`config.mk`:
```
export PLATFORM = sky130hd
export DESIGN_NAME = display_nibble_scheduler
export DESIGN_NICKNAME = d
export VERILOG_FILES = /design/src/rtl/display_nibble_scheduler.sv
export SDC_FILE = /design/constraint.sdc
export NUM_CORES = 1
export LEC_CHECK = 0
export ABC_AREA = 1
export BUFFER_PORTS_ARGS = -buffer_cell sky130_fd_sc_hd__buf_2
export CORE_MARGIN = 2
export CORE_UTILIZATION = 61
export CTS_CLUSTER_SIZE = 12
export DETAILED_ROUTE_END_ITERATION = 7
export HOLD_SLACK_MARGIN = 0.12
export PLACE_DENSITY = 0.86
export SETUP_SLACK_MARGIN = 0.15
export SKIP_LAST_GASP = 1
export SLEW_MARGIN = 20
export SYNTH_ARGS = -nofsm -noshare
export SYNTH_HDL_FRONTEND = slang
export SYNTH_SLANG_ARGS = --single-unit
export TNS_END_PERCENT = 5
```
`constraint.sdc`:
```
create_clock -name clk -period 2.7 [get_ports clk]
set_clock_uncertainty 0.15 [all_clocks]
set_input_delay 0.54 -clock clk [delete_from_list [all_inputs] [get_ports clk]]
set_output_delay 0.54 -clock clk [all_outputs]
set_load 0.01 [all_outputs]
```
`src/rtl/display_nibble_scheduler.sv`:
```
// Steps a snapshotted word onto one seven-segment decoder, MSN first, with a
// dwell per nibble and an optional blank gap between digits.
module display_nibble_scheduler #(
  parameter int DWELL_CYCLES = 1000,
  parameter int BLANK_CYCLES = 100,
  parameter int NUM_NIBBLES  = 8,
  parameter bit SUPPRESS_LZ  = 1'b0
) (
  input  logic                       clk,
  input  logic                       reset,
  input  logic                       enable,
  input  logic [4*NUM_NIBBLES-1:0]   value,
  input  logic                       hold,
  output logic [3:0]                 nibble_value,
  output logic [$clog2(NUM_NIBBLES)-1:0] nibble_idx,
  output logic                       blank,
  output logic                       frame_start
);

  localparam int IW   = $clog2(NUM_NIBBLES);
  localparam int MAXC = (DWELL_CYCLES > BLANK_CYCLES) ? DWELL_CYCLES : BLANK_CYCLES;
  localparam int CW   = $clog2(MAXC + 1);

  typedef enum logic [1:0] {IDLE, SNAP, SHOW, GAP} state_e;

  state_e                        state_q, state_d;
  logic [NUM_NIBBLES-1:0][3:0]   snap_q, snap_d, snap_next;
  logic [CW-1:0]                 cnt_q, cnt_d;
  logic [IW-1:0]                 idx_q, idx_d, start_idx;
  logic [3:0]                    nval_q, nval_d;
  logic                          blank_q, blank_d;
  logic                          fs_q, fs_d;
  logic [NUM_NIBBLES-1:0]        nz;
  logic                          advance;

  // Word that SHOW will use if this cycle is SNAP; hold keeps the old one.
  assign snap_next = hold ? snap_q : value;

  for (genvar g = 0; g < NUM_NIBBLES; g++) begin : g_nz
    assign nz[g] = |snap_next[g];
  end

  function automatic logic [IW-1:0] msn(input logic [NUM_NIBBLES-1:0] v);
    msn = '0;
    for (int i = 0; i < NUM_NIBBLES; i++)
      if (v[i]) msn = IW'(i);
  endfunction

  assign start_idx = SUPPRESS_LZ ? msn(nz) : IW'(NUM_NIBBLES - 1);

  always_comb begin
    state_d = state_q;
    snap_d  = snap_q;
    cnt_d   = cnt_q;
    idx_d   = idx_q;
    nval_d  = nval_q;
    blank_d = 1'b1;
    fs_d    = 1'b0;
    advance = 1'b0;
    if (!enable) begin
      state_d = IDLE;
    end else begin
      case (state_q)
        IDLE: begin
          state_d = SNAP;
          cnt_d   = CW'(1);
          fs_d    = 1'b1;
        end
        SNAP: begin
          snap_d  = snap_next;
          state_d = SHOW;
          cnt_d   = CW'(DWELL_CYCLES);
          idx_d   = start_idx;
          nval_d  = snap_next[start_idx];
          blank_d = 1'b0;
        end
        SHOW: begin
          if (cnt_q == CW'(1)) begin
            if (BLANK_CYCLES > 0) begin
              state_d = GAP;
              cnt_d   = CW'(BLANK_CYCLES);
            end else begin
              advance = 1'b1;
            end
          end else begin
            cnt_d   = cnt_q - CW'(1);
            blank_d = 1'b0;
          end
        end
        GAP: begin
          if (cnt_q == CW'(1)) advance = 1'b1;
          else                 cnt_d   = cnt_q - CW'(1);
        end
        default: state_d = IDLE;
      endcase
      // End of a digit: either wrap to a fresh frame or step down one nibble.
      if (advance) begin
        if (idx_q == '0) begin
          state_d = SNAP;
          cnt_d   = CW'(1);
          fs_d    = 1'b1;
        end else begin
          state_d = SHOW;
          cnt_d   = CW'(DWELL_CYCLES);
          idx_d   = idx_q - IW'(1);
          nval_d  = snap_q[idx_q - IW'(1)];
          blank_d = 1'b0;
        end
      end
    end
  end

  always_ff @(posedge clk or negedge reset) begin
    if (!reset) begin
      state_q <= IDLE;
      snap_q  <= '0;
      cnt_q   <= '0;
      idx_q   <= '0;
      nval_q  <= '0;
      blank_q <= 1'b1;
      fs_q    <= 1'b0;
    end else begin
      state_q <= state_d;
      snap_q  <= snap_d;
      cnt_q   <= cnt_d;
      idx_q   <= idx_d;
      nval_q  <= nval_d;
      blank_q <= blank_d;
      fs_q    <= fs_d;
    end
  end

  assign nibble_value = nval_q;
  assign nibble_idx   = idx_q;
  assign blank        = blank_q;
  assign frame_start  = fs_q;

endmodule

```
==> metrics.yaml, run 1 <==
required_ns: 2.74
vias_per_cell: 5.24
holdBufCountCts: 0
final.setup.tns_ns: 0
cp.arrival_ns: 2.13
routabilityCongestion: 0.932
post_cts_buffers: 0
drt_wl_total_mm: 6.22
cts.clk_slew.worst_paths_ns: 0.10
drt-pass1-iter-count: 5
power_w: 0.00324
clock-root-buffer: "clkbuf_8"
grt.overflow.total: 0
vias: 2635
r2r_cells: 9
tritoncts: "built"
core_area_sq_um: 4690
crit_end: "nibble_value[0]"
worst_pin_slew_ns: 0.662
num_antenna_cells: 0
clkLatencyLatePin_ns: 0.31
critical_path_buf_inv_count: 2
post_cts_resized: 0
synth_top_flop_cell: "dfrtp_1"
rsz0062_at_grt: "no"
worstPathMaxFanout: 17
ios: 45
worstReg2RegEnd: "nibble_value[0]"
critPathLaunchType: "register"
fin_crit_ns: 2.09
grt_pass1_wl_mm: 10.8
max_stage_delay_ns: 0.59
ys_seq_area_frac: 0.448
r2r_start: "nibble_idx[0]"
fp.dieH_um: 73.7
path_common_cell: "nand2_1"
grt_max_degree: 54
detailed_place_hpwl_mm: 4.67
final_cell_mix: "154 x nand2_1, 52 x dfrtp_1, 44 x buf_2"
fmax_ghz: 0.479
fp.dieW_um: 73.7
dp_slack_ns: 0.632
route.detailed.drc: 0
num-nets-final: 492
leakagePower_nw: 1.79
postRouteAntennaNets: 0
ys_ff_latch: 53
area_growth_pct: 11.9
rows: 25
syn-instance-count: 406
synth_edf_count: 0
synth_fp_nets: 450
antenna_found_initial: 0
status: "finished clean"
crit_type: "reg2reg"
clockBufferDepth: 2
initial_core_util: 0.631
postSynthAreaPerCell_sq_um: 7.29
syn_area_sq_um: 2960
finalCritPeriodShare: 0.773
cts_sinks: 53
worstSetupStartpoint: "nibble_idx[0]"
dieArea_sq_um: 5430
wl_per_cell_um: 12.4
final_common_cell: "nand2_1"
fin_hold_ws_ns: 0.186
h-tree-depth: 2
yosysWarnings: 0
cp_cell_sequence: "inv_1 -> ha_1 -> inv_1 -> o21ai_0 -> o22ai_1 -> nand2_1 -> nand2_1 -> nand2_1 -> nand3_1"
endpoint_kind: "register"
crit_family: "flip-flops"
grtUsageTotal: 0.258
io_buffer_count: 44
hold_violations: 0
drt_iter0_drc: 154
synthArstFlopShare: 1.00
placed_cell_area_sq_um: 3210
slew_violations: 0
maxCapViolations: 0
min_path_type: "in2async"
synth_cell_type_count: 30
stdcell_area_sq_um: 3310
cts_made_buffers: 5
vdd_drop_max_uv: 539
cp.depth: 9
power.density_nw_per_um2: 979
drive_above_1_share: 0.171
setup_ws_ns: 0.612
grt_pass1_vias: 2522
maxSlewHeadroom: 0.558
finalSetupViolCount: 0
r2r_slack_ns: 0.61
critical-path-slowest-cell: "dfrtp_1"
-- kinds of logic (layout without fill, tap and decap cells) --
group,Yosys count,in the layout,share of synthesized area
xor+xnor,4,4,0.0118
mux,1,1,0.00380
simple gates,219,219,0.311
fa+ha+maj,8,8,0.0338
flops,53,53,0.448
buf+inv,60,103,0.0828
compound gates,61,61,0.109
-- registers in the layout, indices dropped and copies added (netlist names) --
| register | count |
|---|---|
| state_q | 2 |
| nibble_idx | 3 |
| snap_q | 32 |
| nibble_value | 4 |
| cnt_q | 10 |
| frame_start | 1 |
| blank | 1 |
-- through the flow --
| stage | cells | utilization |
|---|---|---|
| 2_1_floorplan | 406 | - |
| 3_3_place_gp | 495 | 0.685 |
| 3_5_place_dp | 495 | 0.685 |
| 4_1_cts | 503 | 0.706 |
| 5_1_grt | 503 | 0.706 |
| 6_report | 503 | 0.706 |
-- worst min-delay path by stage --
stage / from / endpoint / slack, ns / cells past startpoint
3_3_place_gp: snap_q[24] / snap_q[24] / 0.30 / 2
4_1_cts: reset / state_q[1] / 0.22 / 2
2_1_floorplan: reset / cnt_q[0] / 0.09 / 0
6_report: reset / cnt_q[0] / 0.19 / 2
5_1_grt: reset / frame_start / 0.26 / 2
3_5_place_dp: snap_q[9] / snap_q[9] / 0.31 / 2
-- cells in the mapped netlist, types with 7 or more instances --
library cell / n / area [sq um]
inv_1: 43 / 161
a21oi_1: 10 / 50.1
ha_1: 8 / 100
nor2_1: 32 / 120
nand3_1: 15 / 75.1
nand2_2: 8 / 50.1
dfrtp_1: 52 / 1300
o22ai_1: 7 / 43.8
nand2_1: 154 / 578
o21ai_0: 37 / 185
-- metal layers --
metal	up-vias	GRT usage	part of all wire
li1	1347	-	-
met1	1208	0.313	0.43
met2	71	0.467	0.51
met3	9	0.0412	0.049
met4	0	0.0808	0.015
met5	-	0	0
-- area by class of cell --
cell class              instances  area [sq um]
multi-input cells             293          1390
fillers                       395          1380
flip-flops and latches         53          1330
repair buffers                 47           243
inverters                      48           183
clock buffers                   7          96.3
well taps                      54          67.6
clock inverters                 1          5.00
-- where the power goes --
part	internal [W]	switching, W
logic	0.000527	0.000852
clock network	0.000232	0.000252
registers	0.00113	0.000249
total	0.00189	0.00135
-- worst register-to-register path, cell delays in order, from the launching register on --
cell and delay (ns):
dfrtp_1 0.59, inv_1 0.15, ha_1 0.52, inv_1 0.14
o21ai_0 0.10, o22ai_1 0.09, nand2_1 0.06, nand2_1 0.06
nand2_1 0.06, nand3_1 0.07
(Power assumes the default switching activity.)
==> run 2, diff against run 1 <==
CORE_UTILIZATION = 57   (was 61)
PLACE_DENSITY = 0.81   (was 0.86)
clock period = 2 ns   (was 2.7 ns; I/O delays follow)
==> metrics.yaml, run 2 (synthesis gave the netlist of run 1 again) <==
cp.arrival_ns: 1.85  # -0.28 ns
core_area_sq_um: 5070  # +8.2%
hold_violations: 0  # unchanged
drive_above_1_share: 0.235  # +0.0634
detailed_place_hpwl_mm: 4.98  # +6.6%
grt_max_degree: 39  # -28%
max_stage_delay_ns: 0.47  # -0.12 ns
routabilityCongestion: 0.901  # -3.4%
vias: 2698  # +2.4%
clockBufferDepth: 2  # unchanged
power_frac_comb: 0.461  # +0.036
power_w: 0.00459  # +42%
internal_power_w: 0.00263  # +39%
critPathLaunchType: "register"
endpoint_kind: "register"
cp_cell_sequence: "inv_2 -> ha_4 -> nand2_2 -> nor2_4 -> buf_12 -> clkinvlp_4 -> nand2_1 -> nand2_1"
drt_wl_total_mm: 6.96  # +12%
clock-root-buffer: "clkbuf_8"
worst_pin_slew_ns: 0.530  # -0.133 ns
route.detailed.drc: 0  # unchanged
ios: 45  # unchanged
num-nets-final: 507  # +3.0%
dieArea_sq_um: 5790  # +6.6%
power.density_nw_per_um2: 1280  # +30%
r2r_cells: 8  # -1
rows: 26  # +4.0%
h-tree-depth: 2  # unchanged
grtUsageTotal: 0.251  # -0.00716
cts_made_buffers: 5  # unchanged
maxSlewHeadroom: 0.647  # +0.0884
p_seq_frac: 0.403  # -0.022
grt_pass1_wl_mm: 11.8  # +9.2%
vias_per_cell: 5.05  # -3.6%
drt-pass1-iter-count: 4  # -1
fin_crit_ns: 1.78  # -0.304 ns
grt.overflow.total: 0  # unchanged
initial_core_util: 0.584  # -0.0476
path_common_cell: "nand2_1"
vdd_drop_max_uv: 633  # +17%
crit_type: "reg2reg"
drt_iter0_drc: 239  # +55%
cts.clk_slew.worst_paths_ns: 0.10  # about the same
final_cell_mix: "149 x nand2_1, 49 x dfrtp_1, 44 x buf_2"
fmax_ghz: 0.560  # +17%
finalSetupViolCount: 0  # unchanged
finalCritPeriodShare: 0.892  # +0.119
postRouteAntennaNets: 0  # unchanged
leakagePower_nw: 1.86  # +3.6%
num_antenna_cells: 0  # unchanged
antenna_found_initial: 0  # unchanged
rsz0062_at_grt: "yes"
grt_pass1_vias: 2606  # +3.3%
instances_no_fill: 534  # +6.2%
switching_share: 0.428  # +0.0106
cts_sinks: 53  # unchanged
min_path_type: "in2reg"
fp.dieH_um: 76.1  # +3.3%
status: "finished clean"
clkLatencyLatePin_ns: 0.31  # about the same
final.setup.tns_ns: 0  # unchanged
fp.dieW_um: 76.1  # +3.3%
power_switching_w: 0.00197  # +45%
required_ns: 2.06  # -0.68 ns
largest_register_ffs: 32  # unchanged
clkPwrFrac: 0.136  # -0.013
maxCapViolations: 0  # unchanged
dpl.cell_count: 516  # +4.2%
slew_violations: 0  # unchanged
regMostFlops: "snap_q"
io_buffer_count: 44  # unchanged
worstPathMaxFanout: 6  # -11
area_growth_pct: 21.3
final_common_cell: "nand2_1"
tritoncts: "built"
hold_depth: 3
wl_per_cell_um: 13.0  # +5.3%
critical-path-slowest-cell: "dfrtp_2"
run 2: critical path: cells and delay by family, from the launching register on:
family | cells | cell delay (ns)
fa+ha+maj | 1 | 0.16
flops | 1 | 0.47
simple gates | 4 | 0.49
buf+inv | 3 | 0.40
run 2: per-stage QoR:
stage / hold slack, ns / util / setup slack [ns] / instance area, sq um
after floorplan: -0.0456 / - / 0.196 / 2960
after global placement: 0.251 / 0.649 / 0.154 / 3300
after detailed placement: 0.257 / 0.649 / 0.0156 / 3300
after CTS: 0.126 / 0.685 / 0.145 / 3470
after global routing: 0.138 / 0.708 / 0.114 / 3590
final: 0.129 / 0.708 / 0.216 / 3590
run 2: area by class of cell:
type	instances	area, sq um
well taps	70	87.6
fillers	443	1480
clock buffers	5	68.8
repair buffers	59	398
multi-input cells	293	1470
inverters	48	193
repair inverters	3	22.5
clock inverters	3	21.3
flip-flops and latches	53	1330
run 2: power groups by stage:
stage | sequential, W | clock (W) | combinational, W
3_3_place_gp | 0.00184 | 0 | 0.00186
2_1_floorplan | 0.00180 | 0 | 0.00145
3_5_place_dp | 0.00185 | 0 | 0.00193
4_1_cts | 0.00184 | 0.000634 | 0.00199
5_1_grt | 0.00190 | 0.000682 | 0.00242
6_report | 0.00185 | 0.000624 | 0.00212
run 2: what timing repair did:
| action | CTS | global route |
|---|---|---|
| endpoints found under the hold margin | 18 | 0 |
| hold buffers | 1 | 0 |
| pin swaps | 1 | 3 |
| buffers inserted | 1 | 5 |
| gates resized for setup | 12 | 25 |
| cloned | 3 | 0 |
| endpoints found under the setup margin | 33 | 46 |
run 2: final timing paths:
path,start,end,slack (ns)
max reg2reg,state_q[1],snap_q[16],0.22
min reg2reg,snap_q[12],snap_q[12],0.33
min in group asynchronous,reset,nibble_idx[2],0.45
max,state_q[1],snap_q[16],0.22
max in group asynchronous,reset,state_q[1],0.68
min,value[12],snap_q[12],0.13
run 2: metal layers:
layer,vias to the layer above,GRT usage,wire (um)
met3,8,0.0367,331
li1,1380,-,-
met4,0,0.0800,93
met2,78,0.421,3390
met1,1232,0.339,3140
met5,-,0,0
==> run 3, diff against run 2 <==
ABC_AREA = not set   (was 1)
CORE_UTILIZATION = 56   (was 57)
PLACE_DENSITY = 0.8   (was 0.81)
==> metrics.yaml, run 3 <==
r2r_cells: 7  # -1
leakagePower_nw: 1.65  # -11%
core_area_sq_um: 4790  # -5.7%
dieArea_sq_um: 5610  # -3.1%
power_frac_comb: 0.449  # -0.012
syn_area_sq_um: 2820  # -4.9%
grt_pass1_wl_mm: 10.2  # -14%
grtUsageTotal: 0.241  # -0.0104
finalCritPeriodShare: 1.02  # +0.124
clkPwrFrac: 0.142  # +0.006
r2r_slack_ns: -0.03  # -0.25 ns
cts_made_buffers: 5  # unchanged
grt_pass1_vias: 2212  # -15%
clock-root-buffer: "clkbuf_8"
max_stage_delay_ns: 0.44  # -0.03 ns
vias_per_cell: 5.94  # +18%
dpl.cell_count: 358  # -31%
p_seq_frac: 0.409  # +0.006
ys_seq_area_frac: 0.472  # +0.0233
cp.arrival_ns: 2.08  # +0.23 ns
drive_above_1_share: 0.462  # +0.227
grt.overflow.total: 0  # unchanged
status: "complete, but fails checks"
min_path_type: "in2reg"
synth_edf_count: 0  # unchanged
num-nets-final: 348  # -31%
dp_slack_ns: 0.00530  # -0.0102 ns
worstPathMaxFanout: 6  # unchanged
rows: 25  # -3.8%
final_cell_mix: "51 x dfrtp_1, 44 x buf_2, 32 x mux2_2"
detailed_place_hpwl_mm: 4.68  # -6.2%
cp_cell_sequence: "nor4_4 -> buf_4 -> nand4_1 -> a22oi_2 -> buf_4 -> a211oi_1 -> a211o_1"
endpoint_kind: "register"
cts.clk_slew.worst_paths_ns: 0.10  # about the same
wl_per_cell_um: 17.4  # +33%
fin_hold_ws_ns: 0.166  # +0.0371 ns
synthArstFlopShare: 1.00  # unchanged
critPathLaunchType: "register"
hold_violations: 0  # unchanged
finalSetupViolCount: 3  # +3
final.setup.tns_ns: -0.0694  # -0.0694 ns
initial_core_util: 0.588  # +0.00466
required_ns: 2.05  # about the same
path_common_cell: "buf_4"
setup_ws_ns: -0.0318  # -0.247 ns
violations: "negative setup slack"
yosysWarnings: 0  # unchanged
largest_register_ffs: 32  # unchanged
drt_wl_total_mm: 6.46  # -7.2%
switching_share: 0.360  # -0.0680
vdd_drop_max_uv: 769  # +22%
postSynthAreaPerCell_sq_um: 12.1  # +66%
critical_path_buf_inv_count: 2  # -1
r2r_start: "cnt_q[4]"
tritoncts: "built"
hold_start: "value[10]"
power_switching_w: 0.00167  # -15%
synth_fp_nets: 276  # -39%
postRouteAntennaNets: 0  # unchanged
drt_iter0_drc: 212  # -11%
maxSlewHeadroom: 0.787  # +0.140
maxCapViolations: 0  # unchanged
critical-path-slowest-cell: "dfrtp_1"
synth_top_area_frac: 0.462  # +0.0228
n_fill_cell: 328  # -26%
fmax_ghz: 0.492  # -12%
fin_crit_ns: 2.03  # +0.247 ns
yosysMostFrequentCell: "dfrtp_1"
ios: 45  # unchanged
ys_ff_latch: 53  # unchanged
regMostFlops: "snap_q"
vias: 2211  # -18%
instances_no_fill: 372  # -30%
grt_max_degree: 54  # +38%
hold_end: "snap_q[10]"
synthTopCellsByArea: "dfrtp_1 46%, mux2_2 13%, mux4_2 6.4%"
hold_depth: 2  # -1
placed_cell_area_sq_um: 3300  # about the same
fp.dieW_um: 74.9  # -1.6%
stdcell_area_sq_um: 3470  # -3.5%
num_antenna_cells: 0  # unchanged
yosysTopAreaCell: "dfrtp_1"
crit_family: "compound AO/OA/AOI/OAI gates"
drt-pass1-iter-count: 5  # +1
clkLatencyLatePin_ns: 0.31  # about the same
area_growth_pct: 23.2
route.detailed.drc: 0  # unchanged
synth_top_flop_cell: "dfrtp_1"
routabilityCongestion: 0.984  # +9.3%
synth_cell_type_count: 51  # +70%
final_common_cell: "dfrtp_1"
crit_type: "reg2reg"
h-tree-depth: 2  # unchanged
slew_violations: 0  # unchanged
antenna_found_initial: 0  # unchanged
power.density_nw_per_um2: 1340  # +4.7%
fp.dieH_um: 74.9  # -1.6%
internal_power_w: 0.00297  # +13%
cts_sinks: 53  # unchanged
io_buffer_count: 44  # unchanged
clockBufferDepth: 2  # unchanged
rsz0062_at_grt: "yes"
worst_pin_slew_ns: 0.320  # -0.210 ns
syn-instance-count: 232  # -43%
ys_top_cells_by_count: "52 x dfrtp_1, 32 x mux2_2, 17 x nor2_1"
worstReg2RegEnd: "cnt_q[9]"
run 3: changes by cell type in the layout (fill, tap and decap cells not counted), moves of 10 or more:
cell	before	now
nand3_1	15	5
nand2_2	10	0
nor2_1	31	16
buf_4	9	28
nand2_1	149	8
o21ai_0	37	8
inv_1	37	9
mux2_2	1	32
run 3: what timing repair did:
item / in CTS / in global routing
pin swaps: 3 / 0
endpoints found under the setup margin: 16 / 51
resized for setup: 5 / 1
cloned: 0 / 0
setup buffers: 4 / 1
hold buffers: 1 / 0
hold endpoints to repair: 52 / 0
run 3: kinds of logic after synthesis:
| group | synth area share |
|---|---|
| and+or+nand+nor | 0.113 |
| DFF | 0.472 |
| AOI/OAI and AO/OA | 0.125 |
| muxes | 0.220 |
| buffers and inverters | 0.0307 |
| adders and majority gates | 0.0356 |
| xor gates and xnor gates | 0.00311 |
run 3: layout make-up:
class	count	area, sq um	share of cell area
Multi-Input combinational cell	159	1440	0.414
Sequential cell	53	1330	0.383
Timing Repair Buffer	75	480	0.139
Tap cell	67	83.8	0.0242
Clock buffer	6	82.6	0.0238
Inverter	10	40.0	0.0115
Clock inverter	2	16.3	0.00469
run 3: power by group through the flow:
stage	combinational [W]	clock, W	sequential (W)
after floorplan	0.00140	0	0.00185
after global placement	0.00192	0	0.00188
after detailed placement	0.00199	0	0.00191
after CTS	0.00207	0.000670	0.00190
after global routing	0.00226	0.000705	0.00195
final	0.00208	0.000657	0.00190
run 3: through the flow:
step | utilization | power, W
final | 0.725 | 0.00464
after detailed placement | 0.689 | 0.00390
after global routing | 0.725 | 0.00492
after floorplan | - | 0.00325
after global placement | 0.689 | 0.00380
after CTS | 0.723 | 0.00463
run 3: layer usage:
layer / routed length (um) / global-route usage / vias up / part of all wire
met2: 3190 / 0.390 / 87 / 0.49
met5: 0 / 0 / - / 0
li1: - / - / 1012 / -
met3: 364 / 0.0576 / 15 / 0.056
met1: 2800 / 0.315 / 1097 / 0.43
met4: 103 / 0.0933 / 0 / 0.016
run 3: worst max path at each step:
| stage | start | endpoint | slack (ns) | cells past startpoint |
|---|---|---|---|---|
| after floorplan | nibble_idx[0] | nibble_value[0] | -0.14 | 8 |
| after global routing | cnt_q[4] | cnt_q[9] | -0.16 | 7 |
| final | cnt_q[4] | cnt_q[9] | -0.03 | 7 |
| after global placement | cnt_q[4] | cnt_q[3] | 0.04 | 6 |
| after detailed placement | cnt_q[2] | nibble_value[1] | 0.005 | 7 |
| after CTS | cnt_q[4] | cnt_q[3] | 0.04 | 6 |
